==> config.mk <==
export PLATFORM = sky130hd
export DESIGN_NAME = ddr_arbiter
export DESIGN_NICKNAME = d
export VERILOG_FILES = /design/src/rtl/ddr_pkg.sv /design/src/rtl/ddr_refresh_timer.sv /design/src/rtl/ddr_arbiter.sv
export SDC_FILE = /design/constraint.sdc
export NUM_CORES = 1
export LEC_CHECK = 0
export CORE_MARGIN = 4
export CORE_UTILIZATION = 45
export CTS_CLUSTER_SIZE = 40
export DETAILED_ROUTE_END_ITERATION = 6
export DONT_BUFFER_PORTS = 1
export PLACE_DENSITY = 0.59
export SLEW_MARGIN = 20
export SYNTH_ARGS = -nofsm -noshare
export SYNTH_HDL_FRONTEND = slang
export SYNTH_SLANG_ARGS = --single-unit
==> constraint.sdc <==
create_clock -name clock -period 1.6 [get_ports clock]
set_input_delay 0.16 -clock clock [delete_from_list [all_inputs] [get_ports clock]]
set_output_delay 0.16 -clock clock [all_outputs]
set_load 0.005 [all_outputs]
==> src/rtl/ddr_pkg.sv <==
// Shared DDR constants, arbiter state encoding and round-robin helper.
package ddr_pkg;

  localparam int DDR_ADDR_W           = 24;
  localparam int DDR_DATA_W           = 32;
  localparam int DDR_REFRESH_INTERVAL = 780;

  typedef enum logic [1:0] {
    IDLE,
    ISSUE,
    WAIT_RSP,
    ACK
  } arb_state_e;

  // 1 = grant requester 1; on a tie the requester not served last wins
  function automatic logic rr_pick(input logic r0, input logic r1,
                                   input logic last);
    return r1 & (~r0 | ~last);
  endfunction

endpackage

==> src/rtl/ddr_refresh_timer.sv <==
// Free-running refresh countdown with a pending request flag
// and a sticky late flag for intervals that expire unserviced.
module ddr_refresh_timer
  import ddr_pkg::*;
#(
  parameter int INTERVAL = DDR_REFRESH_INTERVAL
) (
  input  logic clock,
  input  logic reset,
  input  logic clear,
  output logic pending,
  output logic late
);

  localparam int CW = $clog2(INTERVAL + 1);

  logic [CW-1:0] cnt_q, cnt_d;
  logic          pending_q, pending_d;
  logic          late_q, late_d;
  logic          expire;

  // a new expiry beats a same-cycle clear
  always_comb begin
    expire    = (cnt_q == '0);
    cnt_d     = expire ? CW'(INTERVAL - 1) : cnt_q - 1'b1;
    pending_d = expire | (pending_q & ~clear);
    late_d    = late_q | (expire & pending_q);
  end

  always_ff @(posedge clock) begin
    if (reset) begin
      cnt_q     <= CW'(INTERVAL - 1);
      pending_q <= 1'b0;
      late_q    <= 1'b0;
    end else begin
      cnt_q     <= cnt_d;
      pending_q <= pending_d;
      late_q    <= late_d;
    end
  end

  assign pending = pending_q;
  assign late    = late_q;

endmodule

==> src/rtl/ddr_arbiter.sv <==
// DDR command arbiter: two round-robin requesters plus periodic auto-refresh.
// One command outstanding at a time; refresh never preempts a transaction.
module ddr_arbiter
  import ddr_pkg::*;
#(
  parameter int ADDR_WIDTH       = DDR_ADDR_W,
  parameter int DATA_WIDTH       = DDR_DATA_W,
  parameter int REFRESH_INTERVAL = DDR_REFRESH_INTERVAL
) (
  input  logic                  clock,
  input  logic                  reset,
  input  logic                  req0,
  input  logic                  req1,
  input  logic [ADDR_WIDTH-1:0] addr0,
  input  logic [ADDR_WIDTH-1:0] addr1,
  input  logic                  write0,
  input  logic                  write1,
  input  logic [DATA_WIDTH-1:0] wdata0,
  input  logic [DATA_WIDTH-1:0] wdata1,
  output logic                  ack0,
  output logic                  ack1,
  output logic [DATA_WIDTH-1:0] rdata,
  output logic                  cmd_valid,
  input  logic                  cmd_ready,
  output logic                  cmd_write,
  output logic [ADDR_WIDTH-1:0] cmd_addr,
  output logic [DATA_WIDTH-1:0] cmd_wdata,
  output logic                  cmd_refresh,
  input  logic                  rsp_valid,
  input  logic [DATA_WIDTH-1:0] rsp_rdata,
  output logic                  refresh_late
);

  arb_state_e            state_q, state_d;
  logic                  gnt1_q, gnt1_d;
  logic                  last_q, last_d;
  logic                  cmd_valid_q, cmd_valid_d;
  logic                  cmd_write_q, cmd_write_d;
  logic                  cmd_refresh_q, cmd_refresh_d;
  logic [ADDR_WIDTH-1:0] cmd_addr_q, cmd_addr_d;
  logic [DATA_WIDTH-1:0] cmd_wdata_q, cmd_wdata_d;
  logic [DATA_WIDTH-1:0] rdata_q, rdata_d;
  logic                  ack0_q, ack0_d;
  logic                  ack1_q, ack1_d;
  logic                  ref_pending, ref_clear, pick1;

  ddr_refresh_timer #(
    .INTERVAL(REFRESH_INTERVAL)
  ) u_refresh (
    .clock  (clock),
    .reset  (reset),
    .clear  (ref_clear),
    .pending(ref_pending),
    .late   (refresh_late)
  );

  always_comb begin
    pick1         = rr_pick(req0, req1, last_q);
    state_d       = state_q;
    gnt1_d        = gnt1_q;
    last_d        = last_q;
    cmd_valid_d   = cmd_valid_q;
    cmd_write_d   = cmd_write_q;
    cmd_refresh_d = cmd_refresh_q;
    cmd_addr_d    = cmd_addr_q;
    cmd_wdata_d   = cmd_wdata_q;
    rdata_d       = rdata_q;
    ack0_d        = 1'b0;
    ack1_d        = 1'b0;
    ref_clear     = 1'b0;
    unique case (state_q)
      IDLE: begin
        if (ref_pending) begin
          state_d       = ISSUE;
          cmd_valid_d   = 1'b1;
          cmd_refresh_d = 1'b1;
          cmd_write_d   = 1'b0;
        end else if (req0 | req1) begin
          state_d       = ISSUE;
          cmd_valid_d   = 1'b1;
          cmd_refresh_d = 1'b0;
          gnt1_d        = pick1;
          last_d        = pick1;
          cmd_write_d   = pick1 ? write1 : write0;
          cmd_addr_d    = pick1 ? addr1 : addr0;
          cmd_wdata_d   = pick1 ? wdata1 : wdata0;
        end
      end
      ISSUE: begin
        if (cmd_ready) begin
          state_d     = WAIT_RSP;
          cmd_valid_d = 1'b0;
        end
      end
      WAIT_RSP: begin
        if (rsp_valid) begin
          if (cmd_refresh_q) begin
            state_d       = IDLE;
            ref_clear     = 1'b1;
            cmd_refresh_d = 1'b0;
          end else begin
            state_d = ACK;
            rdata_d = rsp_rdata;
            ack0_d  = ~gnt1_q;
            ack1_d  = gnt1_q;
          end
        end
      end
      ACK: state_d = IDLE;
      default: state_d = IDLE;
    endcase
  end

  always_ff @(posedge clock) begin
    if (reset) begin
      state_q       <= IDLE;
      gnt1_q        <= 1'b0;
      last_q        <= 1'b1;
      cmd_valid_q   <= 1'b0;
      cmd_write_q   <= 1'b0;
      cmd_refresh_q <= 1'b0;
      cmd_addr_q    <= '0;
      cmd_wdata_q   <= '0;
      rdata_q       <= '0;
      ack0_q        <= 1'b0;
      ack1_q        <= 1'b0;
    end else begin
      state_q       <= state_d;
      gnt1_q        <= gnt1_d;
      last_q        <= last_d;
      cmd_valid_q   <= cmd_valid_d;
      cmd_write_q   <= cmd_write_d;
      cmd_refresh_q <= cmd_refresh_d;
      cmd_addr_q    <= cmd_addr_d;
      cmd_wdata_q   <= cmd_wdata_d;
      rdata_q       <= rdata_d;
      ack0_q        <= ack0_d;
      ack1_q        <= ack1_d;
    end
  end

  assign ack0        = ack0_q;
  assign ack1        = ack1_q;
  assign rdata       = rdata_q;
  assign cmd_valid   = cmd_valid_q;
  assign cmd_write   = cmd_write_q;
  assign cmd_addr    = cmd_addr_q;
  assign cmd_wdata   = cmd_wdata_q;
  assign cmd_refresh = cmd_refresh_q;

endmodule

==> results_dict.tcl, run 1 <==
set metrics [dict create \
    r2r_slack_ns 0.003 \
    syn_area_mm2 0.00455 \
    path_cells "inv_2 > ha_4 > or3b_4 > or4_4 > a21oi_2" \
    fin_nets 700 \
    avgSynthCellArea_um2 8.06 \
    finalClockSkew_ns 0.0133 \
    cp_max_fo 4 \
    routabilityCongestion 0.804 \
    period_share 0.998 \
    finalSetupTns_ns 0 \
    grt_pass1_vias 3706 \
    die_w_um 109 \
    drcViolationCount 0 \
    antenna_found_initial 0 \
    ios 246 \
    hold_path_class "input pin to register" \
    grtUsageMet3 0.0824 \
    grt_max_degree 108 \
    nFillCells 978 \
    seqPwrFrac 0.563 \
    grt_pass1_wl_um 19500 \
    worstSetupPathType "register to register" \
    place_hpwl_um 8960 \
    grt_use_met1 0.257 \
    drt_iter0_markers 330 \
    synth-edff-count 0 \
    multi_input_area_mm2 0.00216 \
    switching_share 0.292 \
    worst-path-buf-inv 1 \
    clock_latency_ns 0.38 \
    p_leak_nw 1.75 \
    peakVddDrop_v 0.000422 \
    seq_area_frac_synth 0.480 \
    min_from "reset" \
    cts_tree "done" \
    rr_startpoint "u_refresh.cnt_q[0]$_SDFF_PP1_" \
    critPathMaxStageDelay_ns 0.54 \
    cts_num_sinks 109 \
    cp_data_arrival_time_ns 1.91 \
    ys_types 45 \
    hold_viol 103 \
    io_buffer_count 0 \
    num_vias 3993 \
    timing.hold.ws_ns -0.163 \
    synth-seq-cells 109 \
    drive_gt1_frac 0.103 \
    cts_inserted_buffers 9 \
    powerDensity_mw_per_mm2 1130 \
    ys_warn_count 0 \
    p_comb_frac 0.152 \
    r2r_cells 5 \
    clk_pin_slew_ns 0.11 \
    critPathLaunchType "register" \
    status "finished with violations" \
    setup_viol 0 \
    hold_end "cmd_wdata[15]$_SDFFE_PP0P_" \
    violations "hold timing" \
    overflow 0 \
    maxSlewHeadroom 0.694 \
    p_switching_w 0.00164 \
    dr.pass1.iters 4 \
    synth_flop_cell "dfxtp_1" \
    min_period_ns 1.60 \
    clk_path_buf_depth 2 \
    antennaDiodeCount 0 \
    busiest_layer "met2" \
    async_flop_share 0 \
    netlist_instances 564 \
    critPathTopFamily "simple AND/OR/NAND/NOR gates" \
    root_buffer "clkbuf_8" \
    area_growth_pct 9.36 \
    drt-total-wl_um 13000 \
    holdPathStages 1 \
    antenna_left 0 \
    wl_per_cell_um 19.0 \
    worst_pin_slew_ns 0.455 \
    p_clk_frac 0.285 \
    globalRouteMet2Util 0.333 \
    final_util 0.506 \
    row_count 36 \
    rsz0062_at_grt "yes" \
    required_ns 1.91 \
    die_area_mm2 0.0118 \
    register_area_mm2 0.00219 \
    syn_nets 717 \
    die_h_um 109 \
    worstReg2RegEnd "u_refresh.cnt_q[6]$_SDFF_PP0_" \
    max_freq_mhz 626 \
    cp.depth 5 \
    initial_core_util 0.463 \
    htree_levels 3 \
    endpoint_kind "register" \
    cts-hold-fix-buffers 2 \
    vias_per_cell 5.83 \
    intPower_w 0.00399 \
    grt_usage 0.209 \
    core_area_mm2 0.00982 \
    drv_cap 0 \
    cp_slowest_cell "or4_4" \
    maxSlewViolCount 0 \
]
==> power groups by stage <==
stage / Combinational (W) / Sequential, W / Clock, W
after floorplan: 0.000691 / 0.00316 / 0
after global placement: 0.000826 / 0.00324 / 0
after detailed placement: 0.000854 / 0.00324 / 0
after CTS: 0.000859 / 0.00318 / 0.00167
after global routing: 0.000967 / 0.00320 / 0.00177
final: 0.000854 / 0.00317 / 0.00161
==> timing repair <==
action                                 CTS  global route
pin swaps                                1             0
resized for setup                        0             4
buffers inserted                         1             0
setup endpoints to repair                1             5
endpoints found under the hold margin  106           104
cloned                                   0             0
==> worst reg2reg max path, cell delays in order, from the launching register on <==
cell and delay (ns):
dfxtp_2 0.35, inv_2 0.06, ha_4 0.12, or3b_4 0.37, or4_4 0.54, a21oi_2 0.12
==> flip-flops by register name (all words and copies together) (netlist names) <==
| name | cells |
|---|---|
| cmd_refresh | 1 |
| cmd_write | 1 |
| cmd_addr | 24 |
| rdata | 32 |
| u_refresh.cnt_q | 10 |
| u_refresh.pending | 1 |
| cmd_wdata | 32 |
| ack0 | 1 |
| cmd_valid | 1 |
| last_q | 1 |
| state_q | 2 |
| gnt1_q | 1 |
| u_refresh.late | 1 |
| ack1 | 1 |
==> synth_stat cells (3+ instances only) <==
master / number / area [µm²]
nand2_1: 183 / 687
dfxtp_1: 109 / 2180
a21oi_1: 98 / 490
a311oi_1: 56 / 490
clkbuf_1: 34 / 128
buf_2: 11 / 55.1
inv_1: 6 / 22.5
nor2_1: 5 / 18.8
a31oi_1: 4 / 25.0
buf_4: 4 / 30.0
o21ai_0: 4 / 20.0
nor2b_1: 3 / 18.8
nor3b_1: 3 / 22.5
o31ai_1: 3 / 22.5
or4_1: 3 / 22.5
==> cells by family (layout without fill, tap and decap cells) <==
group / Yosys count / in the layout / share of synthesized area
muxes: 1 / 1 / 0.00248
AOI/OAI and AO/OA: 175 / 175 / 0.250
DFF: 109 / 109 / 0.480
and+or+nand+nor: 220 / 220 / 0.207
adders and majority gates: 1 / 1 / 0.00275
buffers and inverters: 58 / 46 / 0.0575
==> stage by stage <==
| step | worst slack (ns) | instances | power [W] | cell area [µm²] |
|---|---|---|---|---|
| after floorplan | 0.00646 | 564 | 0.00385 | 4560 |
| after global placement | 0.0248 | 666 | 0.00406 | 4740 |
| after detailed placement | -0.00520 | 666 | 0.00409 | 4740 |
| after CTS | 0.00349 | 685 | 0.00570 | 4960 |
| after global routing | -0.0532 | 685 | 0.00594 | 4970 |
| final | 0.00323 | 685 | 0.00563 | 4970 |
==> layout by cell type (no fill, tap or decap), types with 3 or more instances in the layout <==
master / Yosys / layout
buf_4: 4 / 17
nand2_1: 183 / 183
dfxtp_2: 0 / 3
a31oi_1: 4 / 4
clkbuf_8: 0 / 11
dfxtp_1: 109 / 106
inv_1: 6 / 4
nor3b_1: 3 / 3
o21ai_0: 4 / 4
nor2b_1: 3 / 3
a21oi_1: 98 / 97
buf_12: 0 / 5
nor2_1: 5 / 5
a311oi_1: 56 / 56
==> metal layers <==
layer | vias up | wire (µm)
met5 | - | 0
met3 | 19 | 1420
li1 | 1962 | -
met2 | 174 | 6260
met4 | 0 | 228
met1 | 1838 | 5130
==> layout make-up <==
cell class | count | share of cell area
sequential | 109 | 0.440
clock buffer | 12 | 0.0312
timing repair buffer | 24 | 0.0498
multi-input combinational | 397 | 0.435
tap | 133 | 0.0335
inverter | 6 | 0.00453
clock inverter | 4 | 0.00654
==> how the worst max path moves through the flow <==
| stage | start | endpoint | slack (ns) |
|---|---|---|---|
| finish | u_refresh.cnt_q[0]$_SDFF_PP1_ | u_refresh.cnt_q[6]$_SDFF_PP0_ | 0.003 |
| global route | u_refresh.cnt_q[0]$_SDFF_PP1_ | u_refresh.cnt_q[6]$_SDFF_PP0_ | -0.05 |
| CTS | u_refresh.cnt_q[0]$_SDFF_PP1_ | u_refresh.cnt_q[6]$_SDFF_PP0_ | 0.003 |
| detailed placement | u_refresh.cnt_q[0]$_SDFF_PP1_ | u_refresh.cnt_q[6]$_SDFF_PP0_ | -0.005 |
| global placement | u_refresh.cnt_q[0]$_SDFF_PP1_ | u_refresh.cnt_q[6]$_SDFF_PP0_ | 0.02 |
| floorplan | u_refresh.cnt_q[1]$_SDFF_PP1_ | u_refresh.cnt_q[6]$_SDFF_PP0_ | 0.006 |
Power figures use the tool's default switching activity.
==> inputs of run 2 (changes only) <==
--- a/config.mk
+++ b/config.mk
@@ -5,12 +5,14 @@
 export SDC_FILE = /design/constraint.sdc
 export NUM_CORES = 1
 export LEC_CHECK = 0
+export CAP_MARGIN = 20
 export CORE_MARGIN = 4
-export CORE_UTILIZATION = 45
+export CORE_UTILIZATION = 55
 export CTS_CLUSTER_SIZE = 40
 export DETAILED_ROUTE_END_ITERATION = 6
 export DONT_BUFFER_PORTS = 1
-export PLACE_DENSITY = 0.59
+export PLACE_DENSITY = 0.7
+export SKIP_CTS_REPAIR_TIMING = 1
 export SLEW_MARGIN = 20
 export SYNTH_ARGS = -nofsm -noshare
 export SYNTH_HDL_FRONTEND = slang
==> run 2 against run 1 <==
- the run ends with hold timing, setup timing left
- non-clock buffer count decreased by 6
- register-to-register slack worse by 0.02 ns
- core utilization is 12 points higher
- via count shrank 0.13%
- largest cell class unchanged
==> results_dict.tcl, run 2 (synthesized netlist as in run 1, its figures left out) <==
set metrics [dict create \
    status "finished with violations" \
    violations "hold timing, setup timing" \
    area_growth_pct 7.90 \
    nFillCells 700 \
    root_buffer "clkbuf_8" \
    critPathTopFamily "simple AND/OR/NAND/NOR gates" \
    drt-total-wl_um 12200 \
    hold_viol 100 \
    clk_pin_slew_ns 0.11 \
    setup_viol 1 \
    grt_max_degree 108 \
    p_switching_w 0.00163 \
    timing.hold.ws_ns -0.139 \
    post-place-ws_ns -0.0233 \
    num_vias 3988 \
    final_common_cell "nand2_1" \
    intPower_w 0.00392 \
    finalClockSkew_ns 0.0119 \
    min_period_ns 1.62 \
    path_cells "inv_4 > ha_4 > or3b_4 > or4_1 > a21oi_1" \
    place_area_mm2 0.00471 \
    required_ns 1.89 \
    row_count 32 \
    cp_slowest_cell "or4_1" \
    worst-path-buf-inv 1 \
    wl_per_cell_um 18.9 \
    place_hpwl_um 8440 \
    endpoint_kind "register" \
    vias_per_cell 6.15 \
    drive_gt1_frac 0.0934 \
    clk_path_buf_depth 2 \
    antennaDiodeCount 0 \
    finalSetupTns_ns -0.0204 \
    maxSlewViolCount 0 \
    grt_pass1_wl_um 19500 \
    cp_data_arrival_time_ns 1.91 \
    ios 246 \
    r2r_slack_ns -0.02 \
    seqPwrFrac 0.571 \
    io_buffer_count 0 \
    die_h_um 98.9 \
    antenna_found_initial 0 \
    critPathMaxStageDelay_ns 0.51 \
    grt_usage 0.240 \
    stdcell_area_mm2 0.00491 \
    max_freq_mhz 617 \
    cp_max_fo 5 \
    critPathLaunchType "register" \
    drv_cap 0 \
    maxSlewHeadroom 0.596 \
    die_w_um 98.9 \
    peakVddDrop_v 0.000598 \
    core_area_mm2 0.00789 \
    powerDensity_mw_per_mm2 1130 \
    p_clk_frac 0.275 \
    cts_num_sinks 109 \
    layout_common_cells "183 x nand2_1, 107 x dfxtp_1, 98 x a21oi_1, 56 x a311oi_1, 11 x buf_4" \
    worst_pin_slew_ns 0.607 \
    drt_iter0_markers 192 \
    htree_levels 3 \
    setup_ws_ns -0.0204 \
    cts_inserted_buffers 9 \
    die_area_mm2 0.00979 \
    p_leak_nw 1.72 \
    antenna_left 0 \
    dr.pass1.iters 4 \
    rsz0062_at_grt "yes" \
    overflow 0 \
    switching_share 0.293 \
    period_share 1.01 \
    worstSetupPathType "register to register" \
    drcViolationCount 0 \
    initial_core_util 0.576 \
    fin_nets 694 \
    routabilityCongestion 0.836 \
    cts_tree "done" \
    p_comb_frac 0.154 \
    grt_pass1_vias 3806 \
    clock_latency_ns 0.36 \
    hold_path_class "input pin to register" \
]
## run 2: cell count changes in the layout (fill, tap and decap cells not counted), sizes merged
cell,before,now
clkinvlp,2,1
dlygate4sd3,2,0
buf,22,18
clkinv,2,3
clkbuf,12,10
inv,6,8
## run 2: power groups by stage
stage	Clock (W)	Sequential, W	Combinational (W)
after detailed placement	0	0.00323	0.000861
after global placement	0	0.00323	0.000832
final	0.00153	0.00317	0.000855
after floorplan	0	0.00316	0.000691
after CTS	0.00157	0.00317	0.000857
after global routing	0.00168	0.00319	0.000969
## run 2: worst reg2reg max path, stage by stage (launching register included)
cell,delay (ns)
dfxtp_4,0.38
inv_4,0.05
ha_4,0.11
or3b_4,0.37
or4_1,0.51
a21oi_1,0.14
## run 2: worst paths after layout
check                                startpoint                       endpoint  cells past startpoint
hold / removal                            reset     cmd_wdata[18]$_SDFFE_PP0P_                      1
setup reg to reg  u_refresh.cnt_q[0]$_SDFF_PP1_  u_refresh.cnt_q[6]$_SDFF_PP0_                      5
hold reg to reg   u_refresh.cnt_q[0]$_SDFF_PP1_  u_refresh.cnt_q[0]$_SDFF_PP1_                      1
setup / recovery  u_refresh.cnt_q[0]$_SDFF_PP1_  u_refresh.cnt_q[6]$_SDFF_PP0_                      5
## run 2: layout make-up
class	instances	area [µm²]	share of cell area
clock inverters	6	47.5	0.00969
multi-input cells	397	2170	0.442
flip-flops and latches	109	2190	0.446
clock buffers	10	128	0.0260
inverters	6	25.0	0.00510
well taps	102	128	0.0260
repair buffers	18	223	0.0454
## run 2: per-layer routing
layer  part of all wire  wire length (µm)  up-vias  GRT usage
met4              0.014               168        0     0.0672
met1               0.39              4770     1854      0.299
li1                   -                 -     1953          -
met5                  0                 0        -          0
met2               0.50              6140      167      0.396
met3              0.094              1150       14     0.0800
## run 2: per-stage QoR
step / total power [W] / util / instances
2_1_floorplan: 0.00385 / - / 564
3_3_place_gp: 0.00406 / 0.597 / 632
3_5_place_dp: 0.00409 / 0.597 / 632
4_1_cts: 0.00560 / 0.619 / 648
5_1_grt: 0.00585 / 0.622 / 648
6_report: 0.00555 / 0.622 / 648
==> inputs of run 3 (changes only) <==
--- a/config.mk
+++ b/config.mk
@@ -6,7 +6,7 @@
 export NUM_CORES = 1
 export LEC_CHECK = 0
 export CAP_MARGIN = 20
-export CORE_MARGIN = 4
+export CORE_MARGIN = 2
 export CORE_UTILIZATION = 55
 export CTS_CLUSTER_SIZE = 40
 export DETAILED_ROUTE_END_ITERATION = 6
==> run 3 against run 2 <==
- the run still ends with hold timing, setup timing left
- largest power group unchanged
- worst hold slack lost 0.0090 ns
- cell area grew 0.59%
- combinational power fell by 2%
- critical path depth unchanged
- die area is 7.9% lower
- clock power is 11% higher
- maximum frequency up 0.47%
==> results_dict.tcl, run 3 (synthesized netlist as in run 1, its figures left out) <==
set metrics [dict create \
    status "finished with violations" \
    violations "hold timing, setup timing" \
    layout_common_cells "183 x nand2_1, 106 x dfxtp_1, 98 x a21oi_1, 56 x a311oi_1, 10 x buf_4" \
    p_clk_frac 0.298 \
    dr.pass1.iters 4 \
    p_leak_nw 1.74 \
    power_w 0.00571 \
    critPathLaunchType "register" \
    grt_pass1_vias 3505 \
    core_area_mm2 0.00813 \
    wl_per_cell_um 17.8 \
    clk_path_buf_depth 2 \
    initial_core_util 0.559 \
    seqPwrFrac 0.555 \
    cts_tree "done" \
    drt_iter0_markers 103 \
    multi_input_area_mm2 0.00216 \
    r2r_cells 5 \
    rsz0062_at_grt "yes" \
    period_share 1.01 \
    drv_cap 0 \
    row_count 33 \
    io_buffer_count 0 \
    setup_viol 1 \
    cp_data_arrival_time_ns 1.91 \
    grt_max_degree 108 \
    grt_pass1_wl_um 17000 \
    setup_ws_ns -0.0129 \
    max_freq_mhz 620 \
    min_period_ns 1.61 \
    maxSlewViolCount 0 \
    antenna_left 0 \
    overflow 0 \
    timing.hold.ws_ns -0.148 \
    antenna_found_initial 0 \
    switching_share 0.286 \
    root_buffer "clkbuf_8" \
    worst_pin_slew_ns 0.513 \
    die_area_mm2 0.00901 \
    vias_per_cell 6.16 \
    ios 246 \
    area_growth_pct 8.53 \
    intPower_w 0.00407 \
    clock_latency_ns 0.36 \
    maxSlewHeadroom 0.655 \
    hold_path_class "input pin to register" \
    cts_num_sinks 109 \
    die_h_um 94.9 \
    peakVddDrop_v 0.000475 \
    die_w_um 94.9 \
    drive_gt1_frac 0.0971 \
    grt_usage 0.238 \
    cts_inserted_buffers 9 \
    hold_viol 104 \
    endpoint_kind "register" \
    drcViolationCount 0 \
    routabilityCongestion 0.845 \
    cp_max_fo 5 \
    p_comb_frac 0.147 \
    clk_pin_slew_ns 0.11 \
    register_area_mm2 0.00219 \
    drt-total-wl_um 11600 \
    final_common_cell "nand2_1" \
    nFillCells 719 \
    holdPathStages 1 \
    p_switching_w 0.00163 \
    worstSetupPathType "register to register" \
    htree_levels 3 \
    finalSetupTns_ns -0.0129 \
    num_vias 4013 \
    required_ns 1.90 \
    finalClockSkew_ns 0.0164 \
    place_hpwl_um 7870 \
    powerDensity_mw_per_mm2 1160 \
    antennaDiodeCount 0 \
    fin_nets 694 \
]
## run 3: cell types whose count changed in the layout (fill, tap and decap cells not counted)
cell,delta
clkinv_4,-1
clkbuf_1,-1
buf_4,-1
buf_6,+1
dfxtp_2,+1
o31ai_2,+1
o31ai_4,-1
bufinv_16,+1
dfxtp_1,-1
inv_8,+1
## run 3: layer usage
metal  track usage  vias to the layer above  wire [µm]
li1              -                     1948          -
met1         0.285                     1855       4490
met2         0.397                      187       5810
met3        0.0710                       23       1020
met4         0.101                        0        250
met5             0                        -          0
## run 3: worst paths after layout
| path | from | to | slack, ns |
|---|---|---|---|
| worst max-delay path | u_refresh.cnt_q[0]$_SDFF_PP1_ | u_refresh.cnt_q[6]$_SDFF_PP0_ | -0.01 |
| worst min register to register | u_refresh.cnt_q[0]$_SDFF_PP1_ | u_refresh.cnt_q[0]$_SDFF_PP1_ | 0.47 |
| worst max register to register | u_refresh.cnt_q[0]$_SDFF_PP1_ | u_refresh.cnt_q[6]$_SDFF_PP0_ | -0.01 |
| worst min-delay path | reset | rdata[24]$_SDFFE_PP0P_ | -0.15 |
## run 3: cell type report
type,instances,share of cell area
tap,105,0.0266
sequential,109,0.443
multi-input combinational,397,0.438
clock buffer,9,0.0251
clock inverter,7,0.0162
inverter,6,0.00507
timing repair buffer,18,0.0459
## run 3: per-stage QoR
step | cells | util | worst slack (ns) | instance area [µm²]
2_1_floorplan | 564 | - | 0.00646 | 4560
3_3_place_gp | 635 | 0.579 | 0.0318 | 4710
3_5_place_dp | 635 | 0.579 | -0.0112 | 4710
4_1_cts | 651 | 0.604 | -0.0290 | 4910
5_1_grt | 651 | 0.607 | -0.0570 | 4930
6_report | 651 | 0.607 | -0.0129 | 4930
## run 3: critical path, stage by stage (launching register included)
cell and delay (ns):
dfxtp_4 0.38, inv_4 0.05, ha_4 0.11, or3b_4 0.36, or4_1 0.53, a21oi_1 0.12
## run 3: power groups by stage
stage	clock (W)	sequential [W]	combinational, W
floorplan	0	0.00316	0.000691
global placement	0	0.00323	0.000808
detailed placement	0	0.00323	0.000839
CTS	0.00175	0.00317	0.000838
global route	0.00186	0.00320	0.000942
finish	0.00170	0.00317	0.000838
